--- src/rtl/baccarat_round_ctrl.sv ---
// rtl/baccarat_round_ctrl.sv - punto-banco round sequencer (optional auto-step: BACCARAT_AUTO_STEP_EN)
module baccarat_round_ctrl #(
    parameter int STEP_CYCLES = 4
) (
    input  logic       clk,
    input  logic       rst,
    input  logic       step,
    input  logic [3:0] pscore,
    input  logic [3:0] dscore,
    input  logic [3:0] pcard3_val,
    output logic [2:0] load_pcard,
    output logic [2:0] load_dcard,
    output logic       clr_hands,
    output logic       player_win,
    output logic       dealer_win,
    output logic       done
);

    typedef enum logic [3:0] {
        S_WAIT_P1 = 4'd0,
        S_WAIT_D1 = 4'd1,
        S_WAIT_P2 = 4'd2,
        S_WAIT_D2 = 4'd3,
        S_DECIDE  = 4'd4,
        S_WAIT_D3 = 4'd5,
        S_SETTLE1 = 4'd6,
        S_SETTLE2 = 4'd7,
        S_DONE    = 4'd8
    } state_t;

    if (STEP_CYCLES < 3) begin : g_step_cycles_check
        $error("STEP_CYCLES must be at least 3");
    end

    state_t     state;
    state_t     state_nxt;
    logic [2:0] lp_nxt;
    logic [2:0] ld_nxt;
    logic       clr_nxt;
    logic       step_src;
    logic       strobe_any;
    logic       accept;
    logic       natural;
    logic       bank_draw;
    logic [3:0] p_eff;
    logic [3:0] d_eff;

`ifdef BACCARAT_AUTO_STEP_EN
    localparam int CNT_W = (STEP_CYCLES > 1) ? $clog2(STEP_CYCLES) : 1;
    localparam logic [CNT_W-1:0] CNT_LAST = CNT_W'(STEP_CYCLES - 1);

    logic [CNT_W-1:0] step_cnt;
    logic             unused_step;

    assign unused_step = step;

    // Free-running divider producing one internal step per STEP_CYCLES clocks
    always_ff @(posedge clk) begin
        if (rst) begin
            step_cnt <= '0;
        end else if (step_cnt == CNT_LAST) begin
            step_cnt <= '0;
        end else begin
            step_cnt <= step_cnt + 1'b1;
        end
    end

    assign step_src = (step_cnt == CNT_LAST);
`else
    assign step_src = step;
`endif

    // A datapath score above 9 is a fault; clamp so the decisions stay sane
    assign p_eff = (pscore > 4'd9) ? 4'd9 : pscore;
    assign d_eff = (dscore > 4'd9) ? 4'd9 : dscore;

    // Holdoff: while a load/clear strobe is in flight the scores are stale
    assign strobe_any = (|load_pcard) | (|load_dcard) | clr_hands;
    assign accept     = step_src & ~strobe_any;
    assign natural    = (p_eff >= 4'd8) || (d_eff >= 4'd8);

    // Banker third-card tableau given the player's third card value
    always_comb begin
        bank_draw = 1'b0;
        case (d_eff)
            4'd0, 4'd1, 4'd2: bank_draw = 1'b1;
            4'd3:    bank_draw = (pcard3_val != 4'd8);
            4'd4:    bank_draw = (pcard3_val >= 4'd2) && (pcard3_val <= 4'd7);
            4'd5:    bank_draw = (pcard3_val >= 4'd4) && (pcard3_val <= 4'd7);
            4'd6:    bank_draw = (pcard3_val == 4'd6) || (pcard3_val == 4'd7);
            default: bank_draw = 1'b0;
        endcase
    end

    // State register
    always_ff @(posedge clk) begin
        if (rst) begin
            state <= S_WAIT_P1;
        end else begin
            state <= state_nxt;
        end
    end

    // Next-state logic: deals advance on accepted steps, settle runs on its own
    always_comb begin
        state_nxt = state;
        case (state)
            S_WAIT_P1: if (accept) state_nxt = S_WAIT_D1;
            S_WAIT_D1: if (accept) state_nxt = S_WAIT_P2;
            S_WAIT_P2: if (accept) state_nxt = S_WAIT_D2;
            S_WAIT_D2: if (accept) state_nxt = S_DECIDE;
            S_DECIDE: begin
                if (accept) begin
                    if (!natural && (p_eff <= 4'd5)) begin
                        state_nxt = S_WAIT_D3;
                    end else begin
                        state_nxt = S_SETTLE1;
                    end
                end
            end
            S_WAIT_D3: if (accept) state_nxt = S_SETTLE1;
            S_SETTLE1: state_nxt = S_SETTLE2;
            S_SETTLE2: state_nxt = S_DONE;
            S_DONE:    if (accept) state_nxt = S_WAIT_P1;
            default:   state_nxt = S_WAIT_P1;
        endcase
    end

    // Strobe selection for the cycle after an accepted step
    always_comb begin
        lp_nxt  = 3'b000;
        ld_nxt  = 3'b000;
        clr_nxt = 1'b0;
        if (accept) begin
            case (state)
                S_WAIT_P1: lp_nxt = 3'b001;
                S_WAIT_D1: ld_nxt = 3'b001;
                S_WAIT_P2: lp_nxt = 3'b010;
                S_WAIT_D2: ld_nxt = 3'b010;
                S_DECIDE: begin
                    if (!natural) begin
                        if (p_eff <= 4'd5) begin
                            lp_nxt = 3'b100;
                        end else if (d_eff <= 4'd5) begin
                            ld_nxt = 3'b100;
                        end
                    end
                end
                S_WAIT_D3: if (bank_draw) ld_nxt = 3'b100;
                S_DONE:    clr_nxt = 1'b1;
                default:   ;
            endcase
        end
    end

    // Registered strobes and result latch; result clears together with clr_hands
    always_ff @(posedge clk) begin
        if (rst) begin
            load_pcard <= 3'b000;
            load_dcard <= 3'b000;
            clr_hands  <= 1'b0;
            done       <= 1'b0;
            player_win <= 1'b0;
            dealer_win <= 1'b0;
        end else begin
            load_pcard <= lp_nxt;
            load_dcard <= ld_nxt;
            clr_hands  <= clr_nxt;
            if (state == S_SETTLE2) begin
                done       <= 1'b1;
                player_win <= (p_eff >= d_eff);
                dealer_win <= (d_eff >= p_eff);
            end else if (clr_nxt) begin
                done       <= 1'b0;
                player_win <= 1'b0;
                dealer_win <= 1'b0;
            end
        end
    end

endmodule

--- config.mk ---
export PLATFORM = sky130hd
export DESIGN_NAME = baccarat_round_ctrl
export DESIGN_NICKNAME = d
export VERILOG_FILES = /design/src/rtl/baccarat_round_ctrl.sv
export SDC_FILE = /design/constraint.sdc
export NUM_CORES = 1
export LEC_CHECK = 0
export BUFFER_PORTS_ARGS = -buffer_cell sky130_fd_sc_hd__buf_2
export CORE_AREA = 2 2 45 47
export DETAILED_ROUTE_END_ITERATION = 10
export DIE_AREA = 0 0 47 49
export PLACE_DENSITY = 0.85
export SYNTH_ARGS = -nofsm -noshare
export SYNTH_HDL_FRONTEND = slang
export SYNTH_SLANG_ARGS = --single-unit
--- constraint.sdc ---
create_clock -name clk -period 1.7 [get_ports clk]
set_input_delay 0.085 -clock clk [delete_from_list [all_inputs] [get_ports clk]]
set_output_delay 0.085 -clock clk [all_outputs]
set_load 0.03 [all_outputs]
==> summary.md <==
| Metric | Value |
|---|---|
| Cell count after synthesis | `98` |
| Run status | `finished, final reports clean` |
| Power density over the cells | `721 nW/um^2` |
| FMAX | `0.682 GHz` |
| Overall power consumption | `736 uW` |
| Maximum fanout encountered on the critical timing path | `4` |
| Number of CTS-inserted buffers | `3` |
| GRT Residual Overflow | `0` |
| Number of buffers inserted to repair setup after CTS | `0` |
| Clock tree from TritonCTS | `yes` |
| Crit path depth | `4` |
| Global router's overall resource usage | `18.0%` |
| Horizontal die dimension | `47 um` |
| Synthesized area per cell | `8.61 um^2` |
| R2r worst-path depth | `4` |
| Die area | `2300 um^2` |
| CTS HTree Levels | `1` |
| Seq/Total Area, Yosys | `33.2%` |
| Floorplan core area | `1840 um^2` |
| EDFF count, synth | `0` |
| Yosys top cell by area | `sky130_fd_sc_hd__dfxtp_1` |
| Final-layout setup total negative slack | `0 ns` |
| RSZ-0062 raised after global routing | `false` |
| Warnings from Yosys | `0` |
| Hold buffer count at CTS | `0` |
| Depth of the worst hold-timing path | `2` |
| Max transition margin | `70.3%` |
| Maximum single-stage delay on the critical path | `0.36 ns` |
| Drt pass-1 iters | `4` |
| Final routed wire length divided by cell count | `11.9 um` |
| Number of inserted filler cells in the final layout | `180` |
| 1st-iter DRT viols | `13` |
| Top Ports | `25` |
| Asr flop ratio synth | `0%` |
| Unique cell type count in the Yosys netlist | `37` |
| Detailed placer's ending HPWL | `1430 um` |
| Classification of the worst-slack hold path | `primary input to flop` |
| Reported leakage power | `0.000432 uW` |
| Source-to-sink clock delay at the later pin of the worst-skew pair | `0.29 ns` |
| Cell chosen for the clock root | `sky130_fd_sc_hd__clkbuf_4` |
| Number of register bits inferred by synthesis | `14` |
| Final wirelength | `1770 um` |
| Row count | `16` |
| Post-Route Skew | `0.00314 ns` |
| Crit path buffers/inverters | `0` |
| Max-cap violations | `0` |
| Number of endpoints failing setup at the final stage | `0` |
| Relative area change from synthesis to final layout | `20.9%` |
| Number of slew-limit violations in the final report | `0` |
| Via count of the first global-routing pass | `774` |
| CTS Sinks | `14` |
| Final Worst Setup Slack | `0.233 ns` |
| Final cycle utilization of the critical path | `86.3%` |
| DRC violations left | `0` |
| Vias per cell | `5.37` |
| Maximum number of pins on one net before global-route repair | `14` |
| Number of nets in the layout | `142` |
| Net count of the mapped netlist | `117` |
| Initial antenna violation count | `0` |
| Req. time, crit path | `1.86 ns` |
| Worst IR Drop VDD | `0.353 mV` |
| Leading post-synthesis cells by cell area | `sky130_fd_sc_hd__dfxtp_1 33%, sky130_fd_sc_hd__ha_1 5.9%, sky130_fd_sc_hd__a21oi_1 4.2%` |
| Pre-CTS setup slack | `0.211 ns` |
| First-pass GRT wire length | `3080 um` |
| Final count of hold timing violations | `0` |
| WS Path Type | `flop to flop` |
| Via count | `800` |
| Largest buffer count on any clock path | `2` |
| Antenna diode count | `0` |
| Critical-path cell with the highest stage delay | `sky130_fd_sc_hd__nor4b_4` |
| CP endpoint kind | `flop` |
| Critical-path cell list | `nor4b_4 -> and2_2 -> nand2_2 -> nor4_1` |
| Most frequently used flop master after synthesis | `sky130_fd_sc_hd__dfxtp_1` |
| Resized cells post-CTS | `0` |
| Clock slew at reported path FFs | `0.08 ns` |
| RD Place Congestion | `0.778` |
| Shortest clock period the worst path allows after layout | `1.47 ns` |
| Synthesized area | `843 um^2` |
| Worst-Margin Slew | `0.444 ns` |
| Effective utilization at floorplan | `45.8%` |
| DRT antenna net count | `0` |
| Layout cells sized above 1 | `31.1%` |
| Data arrival time of the worst path | `1.63 ns` |
| Delay-heaviest family, CP | `simple AND/OR/NAND/NOR gates` |
| Synth top area share | `33.2%` |
| Critical Path Source Type | `flop` |
| I/O Buffers | `24` |
| Vertical die dimension | `49 um` |
## cell type report
| type | instances | area [um^2] | area share [%] |
|---|---|---|---|
| clock buffers | 4 | 36.3 | 3.56 |
| inverters | 3 | 11.3 | 1.10 |
| multi-input cells | 76 | 531 | 52.0 |
| flip-flops and latches | 14 | 280 | 27.5 |
| well taps | 27 | 33.8 | 3.31 |
| repair buffers | 25 | 128 | 12.5 |
## cell usage in the layout (no fill, tap or decap), types with 4 or more instances in the layout
cell type | Yosys | routed
sky130_fd_sc_hd__buf_2 | 2 | 24
sky130_fd_sc_hd__dfxtp_1 | 14 | 14
sky130_fd_sc_hd__nor2_1 | 8 | 8
sky130_fd_sc_hd__nand2_1 | 7 | 7
sky130_fd_sc_hd__a21oi_1 | 7 | 7
sky130_fd_sc_hd__nor2b_1 | 5 | 5
sky130_fd_sc_hd__nor3_1 | 4 | 4
sky130_fd_sc_hd__nand3_1 | 4 | 4
sky130_fd_sc_hd__ha_1 | 4 | 4
## per-stage QoR
stage	cells	instance area, um^2	utilization (%)	hold WS [ns]
CTS	149	1020	55.4	0.0599
finish	149	1020	55.4	0.0775
detailed placement	145	983	53.4	0.368
global placement	145	983	53.4	0.371
global route	149	1020	55.4	0.0615
floorplan	98	843	-	0.260
## registers in the layout, indices dropped and copies added (netlist names)
| name | cells |
|---|---|
| clr_hands | 1 |
| dealer_win | 1 |
| done | 1 |
| load_dcard | 3 |
| load_pcard | 3 |
| player_win | 1 |
| state | 4 |
## worst paths after layout
kind,start,to,slack (ns)
min,rst,player_win$_SDFFE_PP0P_,0.08
max reg2reg,load_dcard[0]$_SDFF_PP0_,load_pcard[0]$_SDFF_PP0_,0.23
min reg2reg,done$_SDFFE_PP0P_,done$_SDFFE_PP0P_,0.47
max,load_dcard[0]$_SDFF_PP0_,load_pcard[0]$_SDFF_PP0_,0.23
## cells by family (layout without fill, tap and decap cells)
| kind of cell | after synthesis | in the layout | synth area share (%) |
|---|---|---|---|
| buffers and inverters | 8 | 32 | 3.86 |
| adders and majority gates | 4 | 4 | 5.93 |
| and+or+nand+nor | 47 | 47 | 36.4 |
| DFF | 14 | 14 | 33.2 |
| AOI/OAI and AO/OA | 25 | 25 | 20.6 |
## power breakdown
part           internal (uW)  switching [uW]
combinational           64.0            75.4
clock                    131             111
sequential               336            18.6
total                    530             205
## routing by layer
layer / GRT usage (%) / vias up / routed length [um]
li1: - / 407 / -
met1: 18.2 / 369 / 734
met2: 32.2 / 19 / 922
met3: 6.30 / 5 / 75
met4: 6.48 / 0 / 37
met5: 0 / - / 0
## synthesized netlist by cell type (2+ instances only)
library cell                n
sky130_fd_sc_hd__nor2_1     8
sky130_fd_sc_hd__dfxtp_1   14
sky130_fd_sc_hd__inv_1      3
sky130_fd_sc_hd__nand4_1    2
sky130_fd_sc_hd__nor3_1     4
sky130_fd_sc_hd__buf_2      2
sky130_fd_sc_hd__nor4b_2    2
sky130_fd_sc_hd__nand2b_1   3
sky130_fd_sc_hd__clkbuf_1   3
sky130_fd_sc_hd__nand2_1    7
sky130_fd_sc_hd__a211oi_1   2
sky130_fd_sc_hd__o21ai_0    3
sky130_fd_sc_hd__a21oi_1    7
sky130_fd_sc_hd__ha_1       4
sky130_fd_sc_hd__nand3_1    4
sky130_fd_sc_hd__o211ai_1   2
sky130_fd_sc_hd__nand2_2    2
sky130_fd_sc_hd__o21a_1     3
sky130_fd_sc_hd__nor2b_1    5
Note: power is estimated with default switching activity, not from simulation.
